`src/rtl/router_mode_scheduler.sv`:
```
// Steps one mesh router through a programmed table of {router_mode, beats} phases
// and round-robin arbitrates the N/S/W/E input enables while a phase is running.
module router_mode_scheduler #(
  parameter  int NUM_ENTRIES = 8,
  parameter  int CNT_WIDTH   = 8,
  localparam int IDX_WIDTH   = $clog2(NUM_ENTRIES)
) (
  input  logic                 clk,
  input  logic                 rst_n,
  input  logic                 cfg_we,
  input  logic [IDX_WIDTH-1:0] cfg_addr,
  input  logic [3:0]           cfg_mode,
  input  logic [CNT_WIDTH-1:0] cfg_beats,
  input  logic [IDX_WIDTH:0]   cfg_num,
  input  logic                 start,
  input  logic [3:0]           req_i,
  output logic [3:0]           grant_o,
  output logic [3:0]           router_mode_o,
  output logic                 beat_o,
  output logic [IDX_WIDTH-1:0] phase_o,
  output logic                 busy_o,
  output logic                 done_o
);

  // state | meaning
  // IDLE  | waiting for start; table writable
  // LOAD  | fetch entry idx; skip it when beats=0
  // RUN   | arbitrate ports, count beats of the current phase
  // DONE  | one-cycle completion pulse, router back to disabled
  typedef enum logic [1:0] {S_IDLE, S_LOAD, S_RUN, S_DONE} state_t;

  localparam logic [3:0]           MODE_OFF = 4'hF;
  localparam logic [CNT_WIDTH-1:0] CNT_ONE  = CNT_WIDTH'(1);
  localparam logic [IDX_WIDTH-1:0] IDX_ONE  = IDX_WIDTH'(1);
  localparam logic [IDX_WIDTH:0]   NUM_ONE  = (IDX_WIDTH + 1)'(1);

  state_t               state_q, state_d;
  logic [IDX_WIDTH-1:0] idx_q, idx_d;
  logic [IDX_WIDTH:0]   num_q, num_d;
  logic [CNT_WIDTH-1:0] cnt_q, cnt_d;
  logic [1:0]           ptr_q, ptr_d;
  logic [3:0]           mode_q, mode_d;
  logic [3:0]           tbl_mode_q  [NUM_ENTRIES];
  logic [3:0]           tbl_mode_d  [NUM_ENTRIES];
  logic [CNT_WIDTH-1:0] tbl_beats_q [NUM_ENTRIES];
  logic [CNT_WIDTH-1:0] tbl_beats_d [NUM_ENTRIES];

  logic [3:0] arb_grant;
  logic [1:0] arb_port;
  logic       arb_found;
  logic       is_last;
  logic       beat;

  // Port index 0..3 = N,S,W,E maps to req bit 3..0; search starts at the pointer.
  always_comb begin
    arb_grant = 4'b0000;
    arb_port  = ptr_q;
    arb_found = 1'b0;
    for (int i = 0; i < 4; i++) begin
      logic [1:0] p;
      p = ptr_q + 2'(i);
      if (!arb_found && req_i[2'd3 - p]) begin
        arb_found            = 1'b1;
        arb_port             = p;
        arb_grant[2'd3 - p]  = 1'b1;
      end
    end
  end

  assign is_last = ({1'b0, idx_q} == (num_q - NUM_ONE));
  assign beat    = (state_q == S_RUN) && arb_found;

  always_comb begin
    state_d     = state_q;
    idx_d       = idx_q;
    num_d       = num_q;
    cnt_d       = cnt_q;
    ptr_d       = ptr_q;
    mode_d      = mode_q;
    tbl_mode_d  = tbl_mode_q;
    tbl_beats_d = tbl_beats_q;
    unique case (state_q)
      S_IDLE: begin
        if (cfg_we) begin
          tbl_mode_d[cfg_addr]  = cfg_mode;
          tbl_beats_d[cfg_addr] = cfg_beats;
        end
        if (start) begin
          idx_d   = '0;
          num_d   = cfg_num;
          state_d = (cfg_num == '0) ? S_DONE : S_LOAD;
        end
      end
      S_LOAD: begin
        if (tbl_beats_q[idx_q] == '0) begin
          if (is_last) state_d = S_DONE;
          else         idx_d   = idx_q + IDX_ONE;
        end else begin
          mode_d  = tbl_mode_q[idx_q];
          cnt_d   = tbl_beats_q[idx_q];
          state_d = S_RUN;
        end
      end
      S_RUN: begin
        if (beat) begin
          cnt_d = cnt_q - CNT_ONE;
          ptr_d = arb_port + 2'd1;
          if (cnt_q == CNT_ONE) begin
            if (is_last) begin
              state_d = S_DONE;
            end else begin
              idx_d   = idx_q + IDX_ONE;
              state_d = S_LOAD;
            end
          end
        end
      end
      S_DONE: begin
        mode_d  = MODE_OFF;
        state_d = S_IDLE;
      end
      default: state_d = S_IDLE;
    endcase
  end

  always_ff @(posedge clk or negedge rst_n) begin
    if (!rst_n) begin
      state_q <= S_IDLE;
      idx_q   <= '0;
      num_q   <= '0;
      cnt_q   <= '0;
      ptr_q   <= 2'd0;
      mode_q  <= MODE_OFF;
      for (int i = 0; i < NUM_ENTRIES; i++) begin
        tbl_mode_q[i]  <= MODE_OFF;
        tbl_beats_q[i] <= '0;
      end
    end else begin
      state_q     <= state_d;
      idx_q       <= idx_d;
      num_q       <= num_d;
      cnt_q       <= cnt_d;
      ptr_q       <= ptr_d;
      mode_q      <= mode_d;
      tbl_mode_q  <= tbl_mode_d;
      tbl_beats_q <= tbl_beats_d;
    end
  end

  assign grant_o       = (state_q == S_RUN) ? arb_grant : 4'b0000;
  assign beat_o        = beat;
  assign router_mode_o = mode_q;
  assign phase_o       = idx_q;
  assign busy_o        = (state_q != S_IDLE);
  assign done_o        = (state_q == S_DONE);

endmodule

```
`config.mk`:
```
export PLATFORM = sky130hd
export DESIGN_NAME = router_mode_scheduler
export DESIGN_NICKNAME = d
export VERILOG_FILES = /design/src/rtl/router_mode_scheduler.sv
export SDC_FILE = /design/constraint.sdc
export NUM_CORES = 1
export LEC_CHECK = 0
export ABC_AREA = 1
export CORE_ASPECT_RATIO = 0.6
export CORE_UTILIZATION = 60
export CTS_CLUSTER_SIZE = 16
export DETAILED_ROUTE_END_ITERATION = 7
export PLACE_DENSITY = 0.78
export RECOVER_POWER = 100
export SYNTH_ARGS = -nofsm -noshare
export SYNTH_HDL_FRONTEND = slang
export SYNTH_SLANG_ARGS = --single-unit
```
`constraint.sdc`:
```
create_clock -name clk -period 2.8 [get_ports clk]
set_input_delay 0.56 -clock clk [delete_from_list [all_inputs] [get_ports clk]]
set_output_delay 0.56 -clock clk [all_outputs]
set_load 0.01 [all_outputs]
```
* Word-level counts from Yosys, hierarchy flattened *
Index checks and enable logic that the tools add are counted.

operators by class
  bitwise operators = 5
  equal/unequal tests = 11
  reductions and logical operators = 26
  add/subtract/negate cells = 11
  order comparisons = 11
  mux-type cells = 59

operators with widths
  operator                                                                count
  64-bit bitwise mux                                                      1
  8-bit two-way mux                                                       5
  4-bit two-way mux                                                       9
  32-bit bitwise mux                                                      1
  8-bit binary-select mux with 3-bit select                               1
  8-bit demux with 3-bit select                                           1
  2-bit two-way mux                                                       10
  8-bit case mux with 2 select lines                                      1
  3-bit two-way mux                                                       5
  4-bit binary-select mux with 3-bit select                               1
  4-bit demux with 3-bit select                                           1
  2-bit by 3-bit < comparator with 1-bit output (second input constant)   4
  1-bit two-way mux                                                       12
  4-bit bitwise OR                                                        3
  2-bit inequality test (second input constant)                           5
  1-bit logical AND                                                       9
  3-bit case mux with 3 select lines                                      1
  1-bit binary-select mux with 2-bit select                               4
  1-bit demux with 2-bit select                                           4
  8-bit by 1-bit == test with 1-bit output (second input constant)        1
  2-bit by 1-bit >= comparator with 1-bit output (second input constant)  4
  4-bit >= comparator (second input constant)                             2
  8-bit logical NOT                                                       1
  3-bit NOT with 4-bit output                                             2
  22 further kinds                                                        35

storage, ports and cells
  output and inout bits = 14
  register bits after elaboration = 119

* Depth between registers and ports, before layout *
  depth in word-level cells = 16
  gate-level depth with buffers = 15
  depth with buffers taken out = 14

* Worst setup path before layout *
Ideal clock, no wire load.

  path type = register to output
  start = register ptr_q[1]
  end = output port grant_o[0]
  slack = 334 ps
  stages on the path, launching flop included = 10
  data required time = 2240 ps
  data arrival time = 1906 ps
  path through = dfrtp_1 -> inv_1 -> ha_1 -> inv_1 -> nand3_1 -> nand2_1 -> nand4_1 -> inv_1 -> nand2_1 -> a41oi_1

between the ends
  longest elaborated chain between the ends = 14
  elaborated cells between the ends (all ways) = 52
  classes of those cells = add/sub (7); order compare (8); mux (24); bitwise (3); reduce/logical (10)

RTL lines
  what                                                                                    RTL line  text
  start, declared                                                                         41        logic [1:0] ptr_q, ptr_d;
  start signal, assigned                                                                  143       ptr_q <= ptr_d;
  branches (longest 12 deep; another with 2-bit by 3-bit < comparator with 1-bit output)  --
  4-bit two-way mux (*)                                                                   62        if (!arb_found && req_i[2'd3 - p]) begin
  4-bit two-way mux (*)                                                                   150       assign grant_o = (state_q == S_RUN) ? arb_grant : 4'b0000;
  end, declared                                                                           17        output logic [3:0] grant_o,

Mark *: on every way between the ends. The select of a mux whose other input is x is not followed.

* Worst setup path after layout *
  start = register ptr_q[0]
  end = register ptr_q[1]

between the ends
  longest elaborated chain between the ends = 15
  elaborated cells between the ends (all ways) = 31
  classes of those cells = add/sub (8); mux (15); reduce/logical (8)

RTL lines
  what
  branches (longest 15 deep; another with 2-bit by 1-bit adder with 2-bit output)

Parallel ways; which one is timed is not known. The select of a mux whose other input is x is not followed.
A chain may end at the register's enable or synchronous reset.

==> reports/results.txt <==
The HPWL after detailed placement is 11.37 mm. After synthesis the cells add up to 6454 um^2. The worst setup path is captured at a flip-flop. The post-layout instance area is 7752 um^2.

The overall power consumption was 0.01013 W; the number of buffers inserted by port buffering was 40. For the number of antenna violations at the first check in global routing, the log shows 0. Setup violations remaining at the end of the flow were counted as 0. Family with the most delay on the worst path: buffers and inverters. The analysis attributes to cell leakage a power of 3.797 nW. Dividing the detail-routed via count by the number of cells gives 5.906. Share of the clock period used by the worst path: 0.9786.

Top cell type by total area after synthesis: sky130_fd_sc_hd__dfrtp_1. Effective utilization at floorplan: 0.6352. The x dimension of the die works out to 135.9 um. Counting tap cells, the placed design contains a total of 1,041 instances.

The largest single stage delay on the critical path is 0.40 ns. The tools report the pre-CTS worst setup slack as -0.3530 ns. In this run the vertical extent of the chip is 82.34 um. The data required time of the critical path was 3.11 ns. The level count of the clock H-tree came out at 4. After technology mapping, the gate count stands at 875. After the flow finishes, the layout carries non-filler instances totaling 1,087. The number of failing hold endpoints at the final stage came out at 0. The signal on the critical path passes through inv_2 > ha_4 > inv_4 > nand3_2 > nand2_2 > nand4_1 > clkbuf_4 > buf_4 > buf_4 > buf_4 > buf_4 > buf_4 > buf_4 > buf_4 > nand2_2 > nand2_2 > inv_2 > nand3_2 > nand3_2 > nand2_1.

The slew at the pin closest to its max-slew limit came out at 1.770 ns. Setup slack on the worst reg-to-reg path comes out at 0.06 ns. The fraction of the yosys area taken by sequential cells came out at 0.4684. Total of flip-flops plus latches after synthesis: 119. The post-detailed-placement cell area was 7044 um^2; the total inserted antenna cells was 0.

The critical path contains buffers and inverters numbering 11 combined. The shortest period the worst path allows is 2.740 ns, and the maximum fanout along the worst path is 6. The maximum VDD drop is 0.0007691 V, and the maximum clock frequency is 365.0 MHz. 41 I/O pins were placed. The startpoint of the worst hold path is tbl_beats_q[46]. The core box area came out at 10,160 um^2. For the count of vias placed by the detailed router, the log shows 6,420. The fraction of post-synthesis cell area in the top cell type by area works out to 0.3218. After clock tree synthesis, the clock-pin slew on the worst setup and hold paths is 0.05 ns. For the worst-skew pair, the clock arrives at the later sink with an insertion delay of 0.42 ns. The total overflow left after global routing is 0.

In the post-route analysis, the smallest setup slack over all paths is 0.06001 ns. Mean cell area of the mapped netlist: 7.376 um^2. Final-report max-slew violation count: 34. The worst register-to-register path ends at ptr_q[1].

The run finished, with violations left. After detailed routing, the average wire length per cell comes to 16.99 um. The first global-routing pass estimated 29.73 mm of wire. Slowest stage cell on the critical path: sky130_fd_sc_hd__dfrtp_1. In this run the clock root is driven by a sky130_fd_sc_hd__clkbuf_16.

STA puts the critical path data arrival time at 3.05 ns. The row count came out at 28. The tools report the max-slew headroom at the worst pin as -0.1802. The startpoint identified for the worst register-to-register timing path is ptr_q[0]. The critical path is of the reg2reg type.

Buffers inserted during clock tree synthesis total 17. When the netlist entered floorplanning its net count stood at 919. The number of different library cells used by synthesis comes to 28. TritonCTS built the clock tree. The run gives 0.8743 as the weighted congestion reported at the end of routability-driven placement. Endpoint with the worst hold slack: tbl_beats_q[46]. The final reports fail on capacitance limit, slew limit. The net count of the finished layout is 983. The min-delay analysis places its worst path in the category reg2reg. The power density relative to cell area is 1307 nW/um^2.

The count of synthesis-stage warnings from yosys came out at 0. Before antenna repair, the detailed router went through 5 iterations. Counting instances, the worst hold path has a depth of 2. The die covers 11,190 um^2. The number of nets with antenna violations after routing was 0. The tools report the worst setup skew after layout as 0.006444 ns. Counting stages on the worst path, the most repeated cell is sky130_fd_sc_hd__buf_4. Compared with the post-synthesis result, the final layout area differs by 20.12%. The tools report the element type at the critical path start as a flip-flop. Hold is met by 0.4821 ns.

Entering global routing, the biggest net connects 55 pins. After detailed routing, the total wire length is 18.47 mm. Aggregate global-route resource usage: 0.3526. By area the synthesized netlist is led by sky130_fd_sc_hd__dfrtp_1 (32%), sky130_fd_sc_hd__nand2_1 (18%), sky130_fd_sc_hd__dfstp_2 (15%). The total of hold buffers inserted after clock tree synthesis was 0. The number of max-cap violations was 1; the clock net sink count was 119. The filler cells instantiated in the layout total 737. The timing startpoint of the critical path is ptr_q[0]. Counting cells, the worst reg-to-reg path comes to 20. The via count of the first global-routing pass was 6,119; the count of unresolved DRC violations after routing was 0. The share of layout cells above drive strength 1 is 0.1408. No sink is reached through more buffers than the 2 on the longest clock path. The first-iteration detailed-routing DRC count came out at 706.
## final cells by class
type                    count  area [um^2]  share of cell area
clock buffers              22        474.2             0.06117
clock inverters            10        150.1             0.01937
inverters                  75        286.5             0.03696
multi-input cells         641         2977              0.3840
flip-flops and latches    119         3023              0.3899
well taps                 135        168.9             0.02179
repair buffers             85        673.1             0.08683
## metrics by stage
| step | util | setup TNS [ns] |
|---|---|---|
| finish | 0.7631 | 0 |
| global route | 0.7631 | -0.09274 |
| CTS | 0.7631 | 0 |
| detailed placement | 0.6934 | -1.306 |
| global placement | 0.6934 | -0.7490 |
| floorplan | - | 0 |
## report_power, final
part,internal (W),switching (W)
combinational,0.00173,0.00297
sequential,0.00263,0.000465
clock,0.00155,0.000786
## state kept, by name, summed over array words and instances, names as in the netlist
name and flops:
phase_o 3, tbl_beats_q 64, tbl_mode_q 32, router_mode_o 4, ptr_q 2, num_q 4
cnt_q 8, state_q 2
## tightest hold or removal path: stages (launching register included)
cell and delay, ns:
sky130_fd_sc_hd__dfrtp_1 0.34, sky130_fd_sc_hd__nand2_1 0.05, sky130_fd_sc_hd__o21ai_0 0.05
## cell usage after synthesis
cell,number
sky130_fd_sc_hd__nor3_1,2
sky130_fd_sc_hd__nand2_2,2
sky130_fd_sc_hd__buf_2,7
sky130_fd_sc_hd__nand3_1,82
sky130_fd_sc_hd__buf_1,1
sky130_fd_sc_hd__buf_6,5
sky130_fd_sc_hd__dfrtp_1,83
sky130_fd_sc_hd__inv_4,1
sky130_fd_sc_hd__nor2_2,2
sky130_fd_sc_hd__o22ai_1,9
sky130_fd_sc_hd__a21oi_1,3
sky130_fd_sc_hd__clkbuf_1,20
sky130_fd_sc_hd__nand2_1,303
sky130_fd_sc_hd__inv_1,72
sky130_fd_sc_hd__o21ai_1,12
sky130_fd_sc_hd__nand4_1,1
sky130_fd_sc_hd__o21bai_1,1
sky130_fd_sc_hd__nand3_2,1
sky130_fd_sc_hd__buf_4,7
sky130_fd_sc_hd__o21ai_2,1
sky130_fd_sc_hd__inv_2,2
sky130_fd_sc_hd__ha_1,17
sky130_fd_sc_hd__a41oi_1,5
sky130_fd_sc_hd__dfstp_2,36
sky130_fd_sc_hd__nor2_1,72
sky130_fd_sc_hd__o21ai_0,124
sky130_fd_sc_hd__xnor2_1,2
sky130_fd_sc_hd__or2_2,2
## layout by cell type, fill, tap and decap left out, types with 5 or more instances in the layout
master                            count
sky130_fd_sc_hd__nand2_1            297
sky130_fd_sc_hd__o21ai_0            124
sky130_fd_sc_hd__dfrtp_1             83
sky130_fd_sc_hd__nand3_1             78
sky130_fd_sc_hd__nor2_1              73
sky130_fd_sc_hd__inv_1               68
sky130_fd_sc_hd__dfstp_2             36
sky130_fd_sc_hd__buf_4               30
sky130_fd_sc_hd__clkdlybuf4s50_1     27
sky130_fd_sc_hd__clkbuf_16           17
sky130_fd_sc_hd__ha_1                16
sky130_fd_sc_hd__o21ai_1             12
sky130_fd_sc_hd__clkbuf_1            11
sky130_fd_sc_hd__o22ai_1              9
sky130_fd_sc_hd__nand2_2              8
sky130_fd_sc_hd__clkbuf_2             7
sky130_fd_sc_hd__clkinv_2             6
sky130_fd_sc_hd__dlygate4sd3_1        6
sky130_fd_sc_hd__inv_2                5
sky130_fd_sc_hd__nand3_2              5
## how the worst max path moves through the flow
stage | slack (ns) | depth (start not counted) | to
after global routing | -0.03 | 10 | grant_o[3]
final | 0.06 | 20 | ptr_q[1]
after global placement | -0.19 | 9 | grant_o[0]
after detailed placement | -0.35 | 10 | grant_o[2]
after floorplan | 0.33 | 9 | grant_o[0]
after CTS | 0.03 | 10 | grant_o[2]
## metal layers
metal  global-route usage  part of all wire  vias to the layer above
met5                    0                 0                        -
met4               0.1389             0.024                        0
met3              0.08791             0.091                       57
met2               0.5760              0.46                      369
met1               0.4574              0.42                     3045
li1                     -                 -                     2949
## repair_timing
action / CTS / global route
buffers inserted: 10 / 5
pin swaps: 1 / 6
setup endpoints to repair: 5 / 7
hold endpoints to repair: 0 / 0
resized for setup: 16 / 26
## kinds of logic after synthesis
| family | synth area share |
|---|---|
| fa+ha+maj | 0.03296 |
| simple gates | 0.2916 |
| buf+inv | 0.07852 |
| compound gates | 0.1258 |
| flops | 0.4684 |
| xor+xnor | 0.002715 |
No activity file was read; power rests on OpenSTA's default activity.
